## src/rtl/seq_arith_unit.sv

```systemverilog
// Sequential signed MUL / DIV / NEG unit: shift-add multiply, restoring divide, sign fixup.
// Optional divide datapath is enabled by defining ARITH_DIV_EN.
module seq_arith_unit #(
  parameter int WIDTH = 4
) (
  input  logic             clk,
  input  logic             i_rst_n,
  input  logic             i_start,
  input  logic [1:0]       i_op,
  input  logic [WIDTH-1:0] i_a,
  input  logic [WIDTH-1:0] i_b,
  output logic             o_busy,
  output logic             o_done,
  output logic [WIDTH-1:0] o_res_hi,
  output logic [WIDTH-1:0] o_res_lo,
  output logic             o_err
);

  localparam int CW = $clog2(WIDTH + 1);
  localparam logic [WIDTH-1:0] MIN_VAL = {1'b1, {(WIDTH-1){1'b0}}};

  typedef enum logic [1:0] {IDLE, RUN, FIX, DONE} state_t;
  typedef enum logic [1:0] {OP_MUL = 2'b00, OP_DIV = 2'b01, OP_NEG = 2'b10, OP_RSV = 2'b11} op_t;

  state_t           state_q, state_d;
  op_t              op_q, op_d;
  logic [WIDTH-1:0] acc_q, acc_d, q_q, q_d, m_q, m_d;
  logic [CW-1:0]    cnt_q, cnt_d;
  logic             neg_q_q, neg_q_d, ovf_q, ovf_d;
  logic [WIDTH-1:0] res_hi_q, res_hi_d, res_lo_q, res_lo_d;
  logic             err_q, err_d;
  logic             reject;

  logic [WIDTH-1:0]   mag_a, mag_b, quot_fix;
  logic [WIDTH:0]     add_sum;
  logic [2*WIDTH-1:0] prod_fix;

  assign mag_a    = i_a[WIDTH-1] ? -i_a : i_a;
  assign mag_b    = i_b[WIDTH-1] ? -i_b : i_b;
  assign add_sum  = {1'b0, acc_q} + {1'b0, m_q};
  assign prod_fix = neg_q_q ? -{acc_q, q_q} : {acc_q, q_q};
  assign quot_fix = neg_q_q ? -q_q : q_q;

`ifdef ARITH_DIV_EN
  logic             neg_r_q, neg_r_d;
  logic [WIDTH-1:0] sh_acc, rem_fix;
  logic [WIDTH:0]   trial;

  assign sh_acc  = {acc_q[WIDTH-2:0], q_q[WIDTH-1]};
  assign trial   = {1'b0, sh_acc} - {1'b0, m_q};
  assign rem_fix = neg_r_q ? -acc_q : acc_q;
`endif

  // NOTE: every always_comb output gets a default first so no path can infer a latch.
  always_comb begin
    state_d  = state_q;
    op_d     = op_q;
    acc_d    = acc_q;
    q_d      = q_q;
    m_d      = m_q;
    cnt_d    = cnt_q;
    neg_q_d  = neg_q_q;
    ovf_d    = ovf_q;
    res_hi_d = res_hi_q;
    res_lo_d = res_lo_q;
    err_d    = err_q;
    reject   = 1'b0;
`ifdef ARITH_DIV_EN
    neg_r_d  = neg_r_q;
`endif
    unique case (state_q)
      IDLE: if (i_start) begin
        op_d    = op_t'(i_op);
        acc_d   = '0;
        cnt_d   = '0;
        ovf_d   = 1'b0;
        neg_q_d = i_a[WIDTH-1] ^ i_b[WIDTH-1];
        case (op_t'(i_op))
          OP_MUL: begin
            q_d     = mag_b;
            m_d     = mag_a;
            state_d = RUN;
          end
`ifdef ARITH_DIV_EN
          OP_DIV: begin
            if (i_b == '0) begin
              reject = 1'b1;
            end else begin
              q_d     = mag_a;
              m_d     = mag_b;
              neg_r_d = i_a[WIDTH-1];
              ovf_d   = (i_a == MIN_VAL) && (i_b == '1);
              state_d = RUN;
            end
          end
`endif
          OP_NEG: begin
            q_d     = mag_a;
            neg_q_d = ~i_a[WIDTH-1];
            ovf_d   = (i_a == MIN_VAL);
            state_d = FIX;
          end
          default: reject = 1'b1;
        endcase
        // Rejected requests report immediately, bypassing the datapath.
        if (reject) begin
          res_hi_d = '0;
          res_lo_d = '0;
          err_d    = 1'b1;
          state_d  = DONE;
        end
      end
      RUN: begin
        cnt_d = cnt_q + CW'(1);
        if (cnt_q == CW'(WIDTH - 1)) begin
          cnt_d   = '0;
          state_d = FIX;
        end
`ifdef ARITH_DIV_EN
        if (op_q == OP_DIV) begin
          acc_d = trial[WIDTH] ? sh_acc : trial[WIDTH-1:0];
          q_d   = {q_q[WIDTH-2:0], ~trial[WIDTH]};
        end else
`endif
        if (q_q[0]) {acc_d, q_d} = {add_sum, q_q[WIDTH-1:1]};
        else        {acc_d, q_d} = {1'b0, acc_q, q_q[WIDTH-1:1]};
      end
      FIX: begin
        err_d   = ovf_q;
        state_d = DONE;
        case (op_q)
          OP_MUL: {res_hi_d, res_lo_d} = prod_fix;
`ifdef ARITH_DIV_EN
          OP_DIV: begin
            res_hi_d = rem_fix;
            res_lo_d = quot_fix;
          end
`endif
          default: begin
            res_hi_d = '0;
            res_lo_d = quot_fix;
          end
        endcase
      end
      DONE:    state_d = IDLE;
      default: state_d = IDLE;
    endcase
  end

  // NOTE: sequential state uses non-blocking assignments so all registers update together.
  always_ff @(posedge clk or negedge i_rst_n) begin
    if (!i_rst_n) begin
      state_q  <= IDLE;
      op_q     <= OP_MUL;
      acc_q    <= '0;
      q_q      <= '0;
      m_q      <= '0;
      cnt_q    <= '0;
      neg_q_q  <= 1'b0;
      ovf_q    <= 1'b0;
      res_hi_q <= '0;
      res_lo_q <= '0;
      err_q    <= 1'b0;
`ifdef ARITH_DIV_EN
      neg_r_q  <= 1'b0;
`endif
    end else begin
      state_q  <= state_d;
      op_q     <= op_d;
      acc_q    <= acc_d;
      q_q      <= q_d;
      m_q      <= m_d;
      cnt_q    <= cnt_d;
      neg_q_q  <= neg_q_d;
      ovf_q    <= ovf_d;
      res_hi_q <= res_hi_d;
      res_lo_q <= res_lo_d;
      err_q    <= err_d;
`ifdef ARITH_DIV_EN
      neg_r_q  <= neg_r_d;
`endif
    end
  end

  assign o_busy   = (state_q != IDLE);
  assign o_done   = (state_q == DONE);
  assign o_res_hi = res_hi_q;
  assign o_res_lo = res_lo_q;
  assign o_err    = err_q;

endmodule

```

## config.mk

```make
export PLATFORM = sky130hd
export DESIGN_NAME = seq_arith_unit
export DESIGN_NICKNAME = d
export VERILOG_FILES = /design/src/rtl/seq_arith_unit.sv
export SDC_FILE = /design/constraint.sdc
export NUM_CORES = 1
export LEC_CHECK = 0
export BUFFER_PORTS_ARGS = -buffer_cell sky130_fd_sc_hd__buf_2
export CAP_MARGIN = 15
export CELL_PAD_IN_SITES_DETAIL_PLACEMENT = 0
export CELL_PAD_IN_SITES_GLOBAL_PLACEMENT = 1
export CORE_MARGIN = 4
export CORE_UTILIZATION = 25
export CTS_BUF_LIST = sky130_fd_sc_hd__clkbuf_16
export DETAILED_ROUTE_END_ITERATION = 6
export GPL_ROUTABILITY_DRIVEN = 0
export GPL_TIMING_DRIVEN = 0
export PLACE_DENSITY_LB_ADDON = 0.12
export SLEW_MARGIN = 0
export SYNTH_ARGS = -nofsm -noshare
export SYNTH_HDL_FRONTEND = slang
export SYNTH_SLANG_ARGS = --single-unit
```

## constraint.sdc

```tcl
create_clock -name clk -period 5.4 [get_ports clk]
set_clock_uncertainty 0.05 [all_clocks]
set_input_delay 0.81 -clock clk [delete_from_list [all_inputs] [get_ports clk]]
set_output_delay 0.81 -clock clk [all_outputs]
set_load 0.005 [all_outputs]
```

## Yosys cells after proc, flatten, opt, wreduce, memory -nomap -nowiden

Index checks and enable logic that the tools add are counted.

| word-level totals | value |
|---|---|
| flip-flop bits (word level) | 30 |
| output and inout port bits | 11 |

| operators by class | value |
|---|---|
| reductions and logical operators | 13 |
| bitwise gates (word level) | 2 |
| equality and inequality tests | 11 |
| $add $sub $neg | 6 |
| muxes and demuxes | 33 |

Operator list:

| kind | number |
|---|---|
| 2-to-1 mux 4 bit | 11 |
| case mux 4 bit (2 select lines) | 5 |
| negator 4 bit | 3 |
| AND reduction 3 bit | 4 |
| 2-to-1 mux 8 bit | 1 |
| negator 8 bit | 1 |
| case mux 2 bit (4 select lines) | 1 |
| 2-to-1 mux 1 bit | 7 |
| == test 2 bit, second input constant | 3 |
| zero test 2 bit | 3 |
| 2-to-1 mux 2 bit | 3 |
| 2-to-1 mux 3 bit | 2 |
| case mux 3 bit (2 select lines) | 1 |
| nonzero test 2 bit | 3 |
| adder 4 x 4 -> 5 bit | 1 |
| == test 4 bit, second input constant | 1 |
| inequality test 2 bit, second input constant | 2 |
| inequality test 4 x 1 -> 1 bit, second input constant | 1 |
| case mux 2 bit (2 select lines) | 1 |
| AND reduction 2 bit | 2 |
| adder 3 x 1 -> 3 bit, second input constant | 1 |
| == test 3 x 2 -> 1 bit, second input constant | 1 |
| inequality test 3 x 1 -> 1 bit, second input constant | 1 |
| == test 2 x 1 -> 1 bit, second input constant | 1 |
| other kinds (5) | 5 |

## Longest topological paths before layout

| logic depth | value |
|---|---|
| word-level depth | 8 |
| depth in mapped cells | 8 |

## Worst setup path before layout

Ideal clock, no wire load.

| path | value |
|---|---|
| kind | input -> register |
| start point | in i_a[0] |
| end point | reg q_q[2] |
| stages on the path | 6 |
| data arrival time | 1.628 ns |
| setup time | 0.120 ns |
| path slack | 3.602 ns |
| path through | inv_1 ha_1 nor2b_1 xnor2_1 mux2i_1 a31o_2 |

| on the way | value |
|---|---|
| cells in the longest elaborated chain, start to end | 5 |

RTL lines:

| element | line | source |
|---|---|---|
| from (decl) | 10 | `input logic [WIDTH-1:0] i_a,` |
| negator 4 bit | 38 | `assign mag_a = i_a[WIDTH-1] ? -i_a : i_a;` |
| 2-to-1 mux 4 bit | 38 |  |
| case mux 4 bit (2 select lines) | 78 | `case (op_t'(i_op))` |
| 2-to-1 mux 4 bit | 72 | `IDLE: if (i_start) begin` |
| case mux 4 bit (2 select lines) | 71 | `unique case (state_q)` |
| to (signal assigned) | 171 | `q_q <= q_d;` |
| to (decl) | 27 | `logic [WIDTH-1:0] acc_q, acc_d, q_q, q_d, m_q, m_d;` |

Every way passes these cells. The select of a mux whose other input is x is not followed.
A chain may end at the register's enable or synchronous reset.

## Final worst setup path

| path | value |
|---|---|
| start point | reg state_q[0] |
| end point | out o_busy |

| on the way | value |
|---|---|
| cells in the longest elaborated chain, start to end | 1 |

RTL lines:

| element | line | source |
|---|---|---|
| from (decl) | 25 | `state_t state_q, state_d;` |
| from (signal assigned) | 168 | `state_q <= state_d;` |
| nonzero test 2 bit | 185 | `assign o_busy = (state_q != IDLE);` |
| to (decl) | 12 | `output logic o_busy,` |

Every way passes these cells.

==> flow_metrics.tcl <==
set metrics [dict create \
    n_antenna_cell 0 \
    ir_worst_vdd_mv 0.199 \
    whs_ns 0.420 \
    synth_cell_types 47 \
    clock_sinks 30 \
    report.final.setup_viol 0 \
    drv_cap 0 \
    clk_pin_slew_worst_paths_ns 0.05 \
    synth_top_area_share_pct 40.6 \
    antenna_found_initial 0 \
    reg2reg_to "m_q[0]" \
    hpwlAfterDp_um 3390 \
    p_per_area_nw_per_um2 547 \
    die-area_um2 8830 \
    syn_area_um2 1850 \
    cts_tree "done" \
    min_period_ns 2.22 \
    synth-edff-count 0 \
    drc 0 \
    hold_violations 0 \
    drt_pass1_iterations 4 \
    design_area_um2 2220 \
    grt_max_degree 31 \
    drive_above_1_share_pct 20.6 \
    cp_common_cell "inv_1" \
    post-route-period-util_pct 41.2 \
    initial_core_util_pct 25.6 \
    arrival_ns 1.36 \
    area.growth.synth_to_final_pct 19.9 \
    grt_pass1_vias 1472 \
    die_w_um 94.0 \
    required_ns 4.54 \
    yosys_register_bits 30 \
    crit_path_end "o_busy" \
    worst_pin_slew_ns 0.711 \
    critPathKind "register to output pin" \
    postCtsHoldBufs 0 \
    core.rowCount 31 \
    status "completed" \
    routed_via_density 4.47 \
    overflow 0 \
    synth_most_common_cell "dfrtp_1" \
    cp-end-kind "output pin" \
    core_um2 7210 \
    synth_nets 221 \
    synth_warnings 0 \
    vias 1440 \
    wl_per_cell_um 13.6 \
    fill_cells 807 \
    fmax_mhz 450 \
    ant_nets 0 \
    cp_slowest_cell "dfrtp_1" \
    startpoint_type "register" \
    holdCritPathClass "register to register" \
    synth_area_leaders "dfrtp_1, ha_1, nand2_1, o21ai_0, inv_1" \
    wirelength_um 4380 \
    setup_ws_ns 3.18 \
    synthTopCellsByCount "dfrtp_1, nand2_1, inv_1" \
    grt_pass1_wl_um 7550 \
    cts_inserted_buffers 5 \
    dpl_cell_area_um2 2090 \
    syn_inst 194 \
    dieHeight_um 94.0 \
    grt_usage_pct 11.3 \
    cp_cell_sequence "inv_1 > ha_1 > clkbuf_2 > inv_1 > buf_2" \
    r2r_slack_ns 3.43 \
    pre_cts_ws_ns 3.30 \
    port_buffers 23 \
    synth-seq-area-share_pct 40.6 \
    synth_top_cell_by_area "dfrtp_1" \
    drv_slew 0 \
    cts_root_buffer "clkbuf_16" \
    ctsResizeCount 0 \
    crit_path_start "state_q[0]" \
    syn-mean-instance-area_um2 9.53 \
    r2r-start "state_q[0]" \
    clk_latency_ns 0.27 \
    htreeDepth 2 \
    clock_path_buffers 2 \
    p_leak_nw 1.03 \
    setup_tns_ns 0 \
    num-nets-final 251 \
    slew_headroom_pct 52.6 \
    ios 24 \
    worst_r2r_path_depth 6 \
    cts_setup_buffers 0 \
    p_total_mw 1.21 \
    rsz0062_at_grt "false" \
    synthArstFlopShare_pct 100 \
    path_max_fanout 8 \
    cp_slowest_stage_delay_ns 0.40 \
    drtIter0Drc 35 \
    synth_flop_cell "dfrtp_1" \
]
## final cells by class
| type | count | area (um^2) | area share (%) |
|---|---|---|---|
| multi-input cells | 139 | 998 | 45.1 |
| flip-flops and latches | 30 | 751 | 33.9 |
| clock buffers | 5 | 125 | 5.65 |
| well taps | 99 | 124 | 5.59 |
| repair buffers | 23 | 115 | 5.19 |
| inverters | 18 | 67.6 | 3.05 |
| plain buffers | 7 | 31.3 | 1.41 |
| clock inverters | 1 | 3.75 | 0.169 |
## placed cells by master (no fill, tap or decap), drive strengths merged, types with 3 or more instances in the layout
master,n
a21oi,8
xor2,4
o211ai,3
mux2i,4
nand2,24
ha,13
inv,18
mux2,5
nand2b,6
xnor2,6
clkbuf,9
buf,26
nor2b,6
o21ai,20
dfrtp,30
a32o,3
nor2,8
## worst max-delay path: cells and delay by family (launching register included)
kind	cells	cell delay (ns)
buffers and inverters	4	0.52
adders and majority gates	1	0.17
DFF	1	0.40
## stage by stage
| step | utilization (%) | cells |
|---|---|---|
| 2_1_floorplan | - | 194 |
| 3_3_place_gp | 28.9 | 316 |
| 3_5_place_dp | 28.9 | 316 |
| 4_1_cts | 30.7 | 322 |
| 5_1_grt | 30.7 | 322 |
| 6_report | 30.7 | 322 |
## worst min-delay path by stage
stage | cells after the start | from | endpoint | slack, ns
global route | 2 | o_res_hi[2] | o_res_hi[2] | 0.44
finish | 2 | o_res_hi[0] | o_res_hi[0] | 0.42
global placement | 2 | o_res_lo[1] | o_res_lo[1] | 0.41
CTS | 2 | o_res_lo[1] | o_res_lo[1] | 0.43
floorplan | 1 | cnt_q[2] | cnt_q[2] | 0.40
detailed placement | 2 | o_res_lo[1] | o_res_lo[1] | 0.42
## where the power goes
group / total (mW) / switching [mW] / internal, mW
Sequential: 0.388 / 0.0732 / 0.315
Combinational: 0.569 / 0.319 / 0.250
Clock: 0.255 / 0.0917 / 0.163
## sequential cells by signal (all words and copies together), names as in the netlist
register  cells
acc_q         4
m_q           4
o_res_hi      4
o_res_lo      4
q_q           4
cnt_q         3
op_q          2
state_q       2
neg_q_q       1
o_err         1
ovf_q         1
## logic make-up after synthesis
family / Yosys count / share of synthesized area (%)
adder cells (fa/ha/maj): 14 / 9.89
multiplexers: 9 / 5.21
flip-flops: 30 / 40.6
AO/OA/AOI/OAI: 49 / 18.5
AND/OR/NAND/NOR: 57 / 15.7
XOR/XNOR: 10 / 4.74
buffers and inverters: 25 / 5.35
## metal layers
layer	share of wire [%]	track usage, %	routed length (um)
met1	52	15.3	2290
met2	43	16.6	1900
met4	1.4	4.93	63
met3	3.0	3.04	133
met5	0	0	0
Note: power is estimated with default switching activity, not from simulation.
